## config.mk

```make
export PLATFORM = sky130hd
export DESIGN_NAME = line_mem_arbiter_flat
export DESIGN_NICKNAME = d
export VERILOG_FILES = /design/src/rtl/line_mem_arbiter_if.sv /design/src/rtl/line_mem_arbiter.sv /design/src/flat_wrapper.sv
export SDC_FILE = /design/constraint.sdc
export NUM_CORES = 1
export LEC_CHECK = 0
export BUFFER_PORTS_ARGS = -buffer_cell sky130_fd_sc_hd__buf_2
export CORE_AREA = 2 2 535 537
export CTS_BUF_LIST = sky130_fd_sc_hd__clkbuf_8
export CTS_CLUSTER_DIAMETER = 60
export DETAILED_ROUTE_END_ITERATION = 6
export DIE_AREA = 0 0 537 539
export GPL_ROUTABILITY_DRIVEN = 0
export PLACE_DENSITY = 0.31
export SLEW_MARGIN = 20
export SYNTH_ARGS = -nofsm -noshare
export SYNTH_HDL_FRONTEND = slang
export SYNTH_SLANG_ARGS = --single-unit
```

## constraint.sdc

```tcl
create_clock -name clk -period 5.85 [get_ports clk]
set_input_delay 1.4625 -clock clk [delete_from_list [all_inputs] [get_ports clk]]
set_output_delay 1.4625 -clock clk [all_outputs]
set_load 0.01 [all_outputs]
```

## src/rtl/line_mem_arbiter_if.sv

```systemverilog
// Cache-side and memory-side line bus of the line memory arbiter.
// master is the arbiter's view; slave is the caches/memory view.
interface line_mem_arbiter_if #(
  parameter int ADDR_WIDTH = 32,
  parameter int LINE_WIDTH = 256
);
  logic                  i_read;
  logic [ADDR_WIDTH-1:0] i_address;
  logic [LINE_WIDTH-1:0] i_rdata;
  logic                  i_resp;
  logic                  d_read;
  logic                  d_write;
  logic [ADDR_WIDTH-1:0] d_address;
  logic [LINE_WIDTH-1:0] d_wdata;
  logic [LINE_WIDTH-1:0] d_rdata;
  logic                  d_resp;
  logic                  pmem_read;
  logic                  pmem_write;
  logic [ADDR_WIDTH-1:0] pmem_address;
  logic [LINE_WIDTH-1:0] pmem_wdata;
  logic [LINE_WIDTH-1:0] pmem_rdata;
  logic                  pmem_resp;

  modport master (
    input  i_read, i_address, d_read, d_write, d_address, d_wdata,
           pmem_rdata, pmem_resp,
    output i_rdata, i_resp, d_rdata, d_resp,
           pmem_read, pmem_write, pmem_address, pmem_wdata
  );

  modport slave (
    output i_read, i_address, d_read, d_write, d_address, d_wdata,
           pmem_rdata, pmem_resp,
    input  i_rdata, i_resp, d_rdata, d_resp,
           pmem_read, pmem_write, pmem_address, pmem_wdata
  );
endinterface

```

## src/rtl/line_mem_arbiter.sv

```systemverilog
// Shares one physical-memory line port between icache and dcache,
// one transaction at a time, round-robin on simultaneous requests.
module line_mem_arbiter #(
  parameter int ADDR_WIDTH = 32,
  parameter int LINE_WIDTH = 256
) (
  input  logic               clk,
  input  logic               reset_n,
  line_mem_arbiter_if.master bus
);
  localparam logic [1:0] IDLE  = 2'd0;
  localparam logic [1:0] MEM_I = 2'd1;
  localparam logic [1:0] MEM_D = 2'd2;
  localparam logic [1:0] RESP  = 2'd3;

  logic [1:0]            state;
  logic                  owner_d, op_wr, last_d;
  logic [ADDR_WIDTH-1:0] addr_q;
  logic [LINE_WIDTH-1:0] wdata_q, rbuf;
  logic                  rd_q, wr_q, i_resp_q, d_resp_q;
  logic                  d_req, grant_i, grant_d;

  // A simultaneous read+write from the dcache is handled as a write.
  assign d_req   = bus.d_read | bus.d_write;
  assign grant_i = bus.i_read & (~d_req | last_d);
  assign grant_d = d_req & ~grant_i;

  always_ff @(posedge clk or negedge reset_n) begin
    if (!reset_n) begin
      state    <= IDLE;
      owner_d  <= 1'b0;
      op_wr    <= 1'b0;
      last_d   <= 1'b1;
      addr_q   <= '0;
      wdata_q  <= '0;
      rbuf     <= '0;
      rd_q     <= 1'b0;
      wr_q     <= 1'b0;
      i_resp_q <= 1'b0;
      d_resp_q <= 1'b0;
    end else begin
      i_resp_q <= 1'b0;
      d_resp_q <= 1'b0;
      case (state)
        IDLE: begin
          if (grant_i) begin
            addr_q  <= bus.i_address;
            owner_d <= 1'b0;
            last_d  <= 1'b0;
            op_wr   <= 1'b0;
            rd_q    <= 1'b1;
            state   <= MEM_I;
          end else if (grant_d) begin
            addr_q  <= bus.d_address;
            wdata_q <= bus.d_wdata;
            owner_d <= 1'b1;
            last_d  <= 1'b1;
            op_wr   <= bus.d_write;
            rd_q    <= ~bus.d_write;
            wr_q    <= bus.d_write;
            state   <= MEM_D;
          end
        end
        MEM_I, MEM_D: begin
          if (bus.pmem_resp) begin
            if (!op_wr) rbuf <= bus.pmem_rdata;
            rd_q     <= 1'b0;
            wr_q     <= 1'b0;
            i_resp_q <= ~owner_d;
            d_resp_q <= owner_d;
            state    <= RESP;
          end
        end
        default: state <= IDLE;
      endcase
    end
  end

  assign bus.pmem_read    = rd_q;
  assign bus.pmem_write   = wr_q;
  assign bus.pmem_address = addr_q;
  assign bus.pmem_wdata   = wdata_q;
  assign bus.i_resp       = i_resp_q;
  assign bus.d_resp       = d_resp_q;
  assign bus.i_rdata      = rbuf;
  assign bus.d_rdata      = rbuf;
endmodule
```

## src/flat_wrapper.sv

```systemverilog
// flat-port wrapper written by rule: the top's interface ports become plain ports
module line_mem_arbiter_flat 
#(
  parameter int ADDR_WIDTH = 32,
  parameter int LINE_WIDTH = 256
)
  (clk, reset_n, bus_i_read, bus_i_address, bus_d_read, bus_d_write, bus_d_address, bus_d_wdata, bus_pmem_rdata, bus_pmem_resp, bus_i_rdata, bus_i_resp, bus_d_rdata, bus_d_resp, bus_pmem_read, bus_pmem_write, bus_pmem_address, bus_pmem_wdata);
  line_mem_arbiter_if #(.ADDR_WIDTH(ADDR_WIDTH), .LINE_WIDTH(LINE_WIDTH)) bus_i ();
  input  logic clk;
  input  logic reset_n;
  input wire logic [$bits(bus_i.i_read)-1:0] bus_i_read;
  input wire logic [$bits(bus_i.i_address)-1:0] bus_i_address;
  input wire logic [$bits(bus_i.d_read)-1:0] bus_d_read;
  input wire logic [$bits(bus_i.d_write)-1:0] bus_d_write;
  input wire logic [$bits(bus_i.d_address)-1:0] bus_d_address;
  input wire logic [$bits(bus_i.d_wdata)-1:0] bus_d_wdata;
  input wire logic [$bits(bus_i.pmem_rdata)-1:0] bus_pmem_rdata;
  input wire logic [$bits(bus_i.pmem_resp)-1:0] bus_pmem_resp;
  output wire logic [$bits(bus_i.i_rdata)-1:0] bus_i_rdata;
  output wire logic [$bits(bus_i.i_resp)-1:0] bus_i_resp;
  output wire logic [$bits(bus_i.d_rdata)-1:0] bus_d_rdata;
  output wire logic [$bits(bus_i.d_resp)-1:0] bus_d_resp;
  output wire logic [$bits(bus_i.pmem_read)-1:0] bus_pmem_read;
  output wire logic [$bits(bus_i.pmem_write)-1:0] bus_pmem_write;
  output wire logic [$bits(bus_i.pmem_address)-1:0] bus_pmem_address;
  output wire logic [$bits(bus_i.pmem_wdata)-1:0] bus_pmem_wdata;
  assign bus_i.i_read = bus_i_read;
  assign bus_i.i_address = bus_i_address;
  assign bus_i.d_read = bus_d_read;
  assign bus_i.d_write = bus_d_write;
  assign bus_i.d_address = bus_d_address;
  assign bus_i.d_wdata = bus_d_wdata;
  assign bus_i.pmem_rdata = bus_pmem_rdata;
  assign bus_i.pmem_resp = bus_pmem_resp;
  assign bus_i_rdata = bus_i.i_rdata;
  assign bus_i_resp = bus_i.i_resp;
  assign bus_d_rdata = bus_i.d_rdata;
  assign bus_d_resp = bus_i.d_resp;
  assign bus_pmem_read = bus_i.pmem_read;
  assign bus_pmem_write = bus_i.pmem_write;
  assign bus_pmem_address = bus_i.pmem_address;
  assign bus_pmem_wdata = bus_i.pmem_wdata;
  line_mem_arbiter #(.ADDR_WIDTH(ADDR_WIDTH), .LINE_WIDTH(LINE_WIDTH)) u_core (.clk(clk), .reset_n(reset_n), .bus(bus_i));
endmodule
```

## Yosys cells after proc, flatten, opt, wreduce, memory -nomap -nowiden

Index checks and enable logic that the tools add are counted.
W data, S select, Z words.

- Order comparisons: 0
- Div/mod/pow operators: 0
- Reduce and logical (&&, ||, !) cells: 10
- Mux-type cells: 20
- Add/sub/neg operators: 0
- Bitwise logic cells: 9
- $mul: 0
- Equal/unequal tests: 6
- Shift operators: 0

Operators with widths:

| kind | count |
|---|---|
| $mux W32 | 2 |
| $mux W1 | 12 |
| $reduce_and A3 Y1 | 3 |
| $mux W2 | 3 |
| $not A1 Y1 | 5 |
| $ne A2 B2 Y1 const B | 2 |
| $pmux W1 S2 | 2 |
| $pmux W2 S2 | 1 |
| $reduce_and A2 Y1 | 2 |
| $reduce_and A4 Y1 | 1 |
| $reduce_bool A2 Y1 | 2 |
| $ne A3 B1 Y1 const B | 1 |
| $and A1 B1 Y1 | 2 |
| $eq A2 B1 Y1 const B | 1 |
| $eq A2 B2 Y1 const B | 1 |
| $logic_not A2 Y1 | 1 |
| $ne A2 B1 Y1 const B | 1 |
| $or A1 B1 Y1 | 2 |
| $reduce_or A2 Y1 | 1 |

- Bits in writable memories: 0
- Register bits: 553
- Memories kept: 0
- Word-level logic and storage cells: 56
- Input port bits: 582
- Bits in latches: 0
- Bits in read-only memories: 0

## Depth between registers and ports, before layout

- Depth after elaboration: 9
- Depth in mapped cells: 8
- Depth with buffers taken out: 5

## Worst setup path before layout

Ideal clock, no wire load.

- Path type: input to register
- Start: in bus_d_read
- End: reg u_core.wdata_q[0], in the netlist u_core.bus.pmem_wdata[0]
- Arrival: 2.594 ns
- Stages on the path: 6
- Data required time: 5.725 ns
- Setup slack: 3.131 ns
- Library setup time: 0.125 ns
- Path buffers: 3
- Cell sequence: clkbuf_1 -> nor2_1 -> nor2_4 -> buf_2 -> buf_4 -> mux2_2

- Longest elaborated chain between the ends: 7

Ends and longest elaborated chain:

| what | line | source |
|---|---|---|
| start, declared | flat_wrapper.sv:13 | `input wire logic [$bits(bus_i.d_read)-1:0] bus_d_read;` |
| $or A1 B1 Y1 * | line_mem_arbiter.sv:24 | `assign d_req = bus.d_read \| bus.d_write;` |
| $not A1 Y1 | line_mem_arbiter.sv:25 | `assign grant_i = bus.i_read & (~d_req \| last_d);` |
| $or A1 B1 Y1 | line_mem_arbiter.sv:25 |  |
| $and A1 B1 Y1 | line_mem_arbiter.sv:25 |  |
| $not A1 Y1 (no source line) | - |  |
| $and A1 B1 Y1 | line_mem_arbiter.sv:26 | `assign grant_d = d_req & ~grant_i;` |
| $reduce_and A3 Y1 (no source line) * | - |  |
| end signal, assigned | line_mem_arbiter.sv:55 | `wdata_q <= bus.d_wdata;` |
| end, declared | line_mem_arbiter.sv:19 | `logic [LINE_WIDTH-1:0] wdata_q, rbuf;` |

Every way passes the cells marked *; elsewhere a longest branch is shown, timed or not.
A chain may end at the register's enable or synchronous reset.

## Worst setup path in the final report

- Start: reg u_core.rbuf[63], in the netlist u_core.bus.d_rdata[63]
- End: out bus_i_rdata[63]

RTL lines:

| what | line | source |
|---|---|---|
| start, declared | line_mem_arbiter.sv:19 |  |
| start signal, assigned | line_mem_arbiter.sv:66 | `if (!op_wr) rbuf <= bus.pmem_rdata;` |
| end, declared | flat_wrapper.sv:19 | `output wire logic [$bits(bus_i.i_rdata)-1:0] bus_i_rdata;` |

No word-level cell between the ends.

==> results by stage <==
Floorplanning:
- The floorplan step defined a die boundary enclosing between 200,000 and 300,000 um^2.
- The cell row count is ~200.
- In this run the count of I/O pins placed on the die edge is 1,386.
- The area of the placeable core is about 280,000 um^2.
- The height of the chip is between 500 and 600 um.
- The starting density of the core is between 8 and 9%.
- The die is 537 um wide.

Critical path:
- The buffering stage count on the worst path with inverters included is 1.
- The critical path goes through buf_2.
- Data on the critical path is required at its endpoint by approximately 4.4 ns.
- The largest stage delay on the critical path is between 0.6 and 0.7 ns.
- In this run the critical register-to-register path is launched from u_core.state[0]$_DFFE_PN0P_.
- In this run the number of cells on the critical path is 1.
- The worst register-to-register path ends at u_core.bus.d_rdata[108]$_DFFE_PN0P_.
- The top cell family by delay on the critical path is flip-flops.
- The worst setup path is captured at an output pin.
- The logic depth of the worst register-to-register path is 6.
- The data arrival time at the worst-slack endpoint is roughly 1.8 ns.
- Along the worst path, the maximum fanout reaches 3.
- By startpoint and endpoint, the worst setup path is classified as flip-flop to output pin.
- The startpoint type of the worst setup path is a flip-flop.
- The register-to-register path setup slack is about 3 ns.
- Among all stages on the critical path, the largest delay is contributed by dfrtp_1.

Cells and area:
- The number of filler instances in the final layout is 32,500.
- In the layout the commonest cells are buf_2 (1,384), dfrtp_1 (552), mux2_2 (494).
- The library cell used most frequently in the layout, excluding fill and tap cells, is buf_2.
- Relative to the synthesized area, the layout overhead comes to 52.1%.
- The fraction of layout instances using a drive strength above 1 is between 70% and 80%.
- After the last flow step, the layout net total stands at roughly 3,400.
- Summing all non-filler instances in the final layout gives an area of between 30,000 and 40,000 um^2.

Timing:
- The final count of pins violating max slew is 0.
- The measured slew at the worst slew-check pin is 1.06 ns.
- The remaining max-slew budget at the tightest pin is between 20% and 30%.
- The minimum clock period is ~3.3 ns.
- The clock arrives with slightly above 0.07 ns of skew.
- The number of hold violations in the final report is 0.
- The accumulated negative setup slack is 0 ns.
- Setup repair after global routing left no endpoint under its margin.
- Static timing analysis puts the maximum clock frequency at between 0.3 and 0.4 GHz.
- The worst path uses between 50 and 60% of the clock period.
- Setup violations remaining at the end of the flow were counted as 0.

Hold path:
- For hold timing, the worst endpoint is u_core.bus.i_resp$_DFF_PN0_.
- The min-delay analysis places its worst path in the category flip-flop to flip-flop.
- The critical hold path startpoint is u_core.owner_d$_DFFE_PN0P_.
- The instance count along the most critical hold path is 1.

Route:
- In the routed layout, each cell is associated on average with a via count of 2.79.
- The first TritonRoute pass finished after 5 iterations.
- The starting DRC count in detailed routing is between 800 and 900.
- After detailed routing, the average wire length per cell comes to roughly 23 um.
- The post-detailed-route DRC marker count is 0.
- The count of nets left with antenna violations once routing finished came out at 0.
- The overall via count from detail_route is roughly 18,000.
- The final layout contains routed wiring with a total length of 156 mm.

Logic synthesis:
- The fraction of the mapped netlist area in simple logic gates is less than 1%.
- The synthesized netlist devotes less than 1% of its cell area to adder and majority cells.
- Counting flops with a built-in enable in the synthesized netlist gives 0.
- The number of warnings reported in the yosys synthesis log is 0.
- The number of unique standard cell types used by synthesis is 35.
- In this run the cell area of the synthesized design comes to roughly 23,000 um^2.
- Summing the areas of all xor and xnor instances in the mapped netlist gives 0% of the synthesized area.
- Among all flip-flop cells after synthesis, the most frequent one is dfrtp_1.
- The cell count after synthesis is 1,565.
- Summing the areas of all compound-gate instances in the mapped netlist gives under 10% of the synthesized area.
- Counting flops with an async set or reset pin after synthesis yields a share of between 90% and 100%.
- The synthesis-stage register bit count is 553.
- Of the synthesized area, sequential elements account for between 60% and 70%.
- Dividing the synthesized area by the synthesized cell count gives around 15 um^2.
- Multiplexer cells account for between 20 and 30% of the synthesized area.
- By area, the combinational part of the netlist is dominated by multiplexers.
- The number of nets handed over by synthesis was roughly 2,100.

Clocking:
- CTS saw around 550 sinks.
- After clock tree synthesis, the setup repair step added 0 buffers.
- The tree is rooted in a clkbuf_8.
- The clock latency reported for the late side of the worst-skew pair is ~0.91 ns.
- The clock tree from TritonCTS is built.
- The longest clock path from root to sink contains 4 buffers.
- The post-cts sizing count is 0.
- The register clock-pin slew on the reported worst setup and hold paths is 0.06 ns.
- The total number of H-tree levels is 3.
- Hold repair after CTS inserted 0 buffers.
- Clock tree synthesis inserted a total of between 100 and 150 buffers.

Power:
- For this design the total switching power over the nets is a little over 0.009 W.
- IR analysis of the VDD net gives a maximum drop of 0.231 mV.
- The part of the power in the clock network is 20.5%.
- The analysis attributes to cell leakage a power of 16.0 nW.
- The total power density per cell area is around 620 nW/um^2.
- The power share of the sequential group is 35.0%.
- The combinational group share of total power is 44.5%.
- The fraction of power spent switching nets is about two fifths.
- The internal portion of the total power is approximately 0.013 W.

Job:
- Across the run, the number of max-cap violations was 0.

Outcome:
- The flow ran to the end, and the final reports show no timing, DRC or antenna violations.

Global route:
- The number of antenna violations at the first check in global routing came to 154.
- Entering global routing, the biggest net connects between 100 and 150 pins.
- For this run the aggregate overflow at the end of global routing stands at 0.
- The number of global-route vias before repair is about 19,000.
- The total global-route track usage is between 10% and 20%.
- The global-route wire length before repair is 196 mm.

Place:
- Detailed placement ended at an HPWL of roughly 130 mm.
- The number of buffer cells added on primary ports is about 1,400.
- The placed instances occupy a cell area of 32,600 um^2.
[power by group through the flow]
stage / Clock (W) / Sequential [W] / Combinational [W]
2_1_floorplan: 0 / 0.00792 / 0.00529
3_3_place_gp: 0 / 0.00764 / 0.00994
3_5_place_dp: 0 / 0.00766 / 0.00990
4_1_cts: 0.00475 / 0.00765 / 0.00992
5_1_grt: 0.00490 / 0.00789 / 0.0105
6_report: 0.00448 / 0.00766 / 0.00973
[worst max-delay path by stage]
stage                                        from                                   end  slack [ns]
2_1_floorplan                          bus_d_read  u_core.bus.pmem_wdata[0]$_DFFE_PN0P_        3.13
3_3_place_gp                        bus_pmem_resp   u_core.bus.d_rdata[106]$_DFFE_PN0P_        2.07
3_5_place_dp                        bus_pmem_resp   u_core.bus.d_rdata[224]$_DFFE_PN0P_        2.04
4_1_cts        u_core.bus.d_rdata[55]$_DFFE_PN0P_                       bus_i_rdata[55]        2.48
5_1_grt        u_core.bus.d_rdata[63]$_DFFE_PN0P_                       bus_i_rdata[63]        2.44
6_report       u_core.bus.d_rdata[63]$_DFFE_PN0P_                       bus_i_rdata[63]        2.55
[cells by family (layout without fill, tap and decap cells)]
logic type / after synthesis / count (layout)
simple gates: 45 / 45
buf+inv: 338 / 1621
fa+ha+maj: 2 / 2
flops: 553 / 553
other cells: 0 / 27
compound gates: 114 / 114
mux: 513 / 513
[per-layer routing]
| layer | share of wire, % | wire length, um | up-vias | global-route usage (%) |
|---|---|---|---|---|
| met4 | 3.2 | 5000 | 62 | 2.88 |
| met3 | 12 | 19300 | 362 | 5.02 |
| li1 | - | - | 7653 | - |
| met5 | 0.26 | 405 | - | 0 |
| met2 | 45 | 69500 | 1307 | 16.4 |
| met1 | 39 | 61500 | 9109 | 12.1 |
[Yosys cell counts (all sizes together) (2+ instances only)]
| master | instances | area (um^2) |
|---|---|---|
| a21o | 2 | 15.0 |
| buf | 317 | 2450 |
| clkbuf | 17 | 63.8 |
| mux2 | 513 | 5780 |
| a31oi | 33 | 206 |
| nand2 | 3 | 11.3 |
| dfrtp | 552 | 13800 |
| inv | 4 | 15.0 |
| o21ai | 35 | 175 |
| a21oi | 33 | 165 |
| ha | 2 | 25.0 |
| nor2 | 35 | 139 |
[registers in the layout (all words and copies together), names as in the netlist]
signal	cells
u_core.bus.d_rdata	256
u_core.bus.pmem_wdata	256
u_core.bus.pmem_address	32
u_core.state	2
u_core.bus.d_resp	1
u_core.bus.i_resp	1
u_core.bus.pmem_read	1
u_core.bus.pmem_write	1
u_core.last_d	1
u_core.op_wr	1
u_core.owner_d	1
[per-stage QoR]
step	total power, W	instances	hold WS, ns	setup slack [ns]	util (%)
6_report	0.0219	6637	0.475	2.55	12.3
3_3_place_gp	0.0176	6414	0.484	2.07	11.5
3_5_place_dp	0.0176	6414	0.466	2.04	11.5
2_1_floorplan	0.0132	1565	0.416	3.13	-
5_1_grt	0.0233	6617	0.490	2.44	12.3
4_1_cts	0.0223	6610	0.455	2.48	12.3
[cell type report]
class	count	area, um^2	area share, %
diodes	27	67.6	0.193
clock buffers	141	1940	5.54
clock inverters	55	460	1.31
inverters	4	15.0	0.0429
multi-input cells	674	6680	19.1
flip-flops and latches	553	13800	39.5
well taps	3762	4710	13.4
repair buffers	1421	7310	20.9
Note: power is estimated with default switching activity, not from simulation.
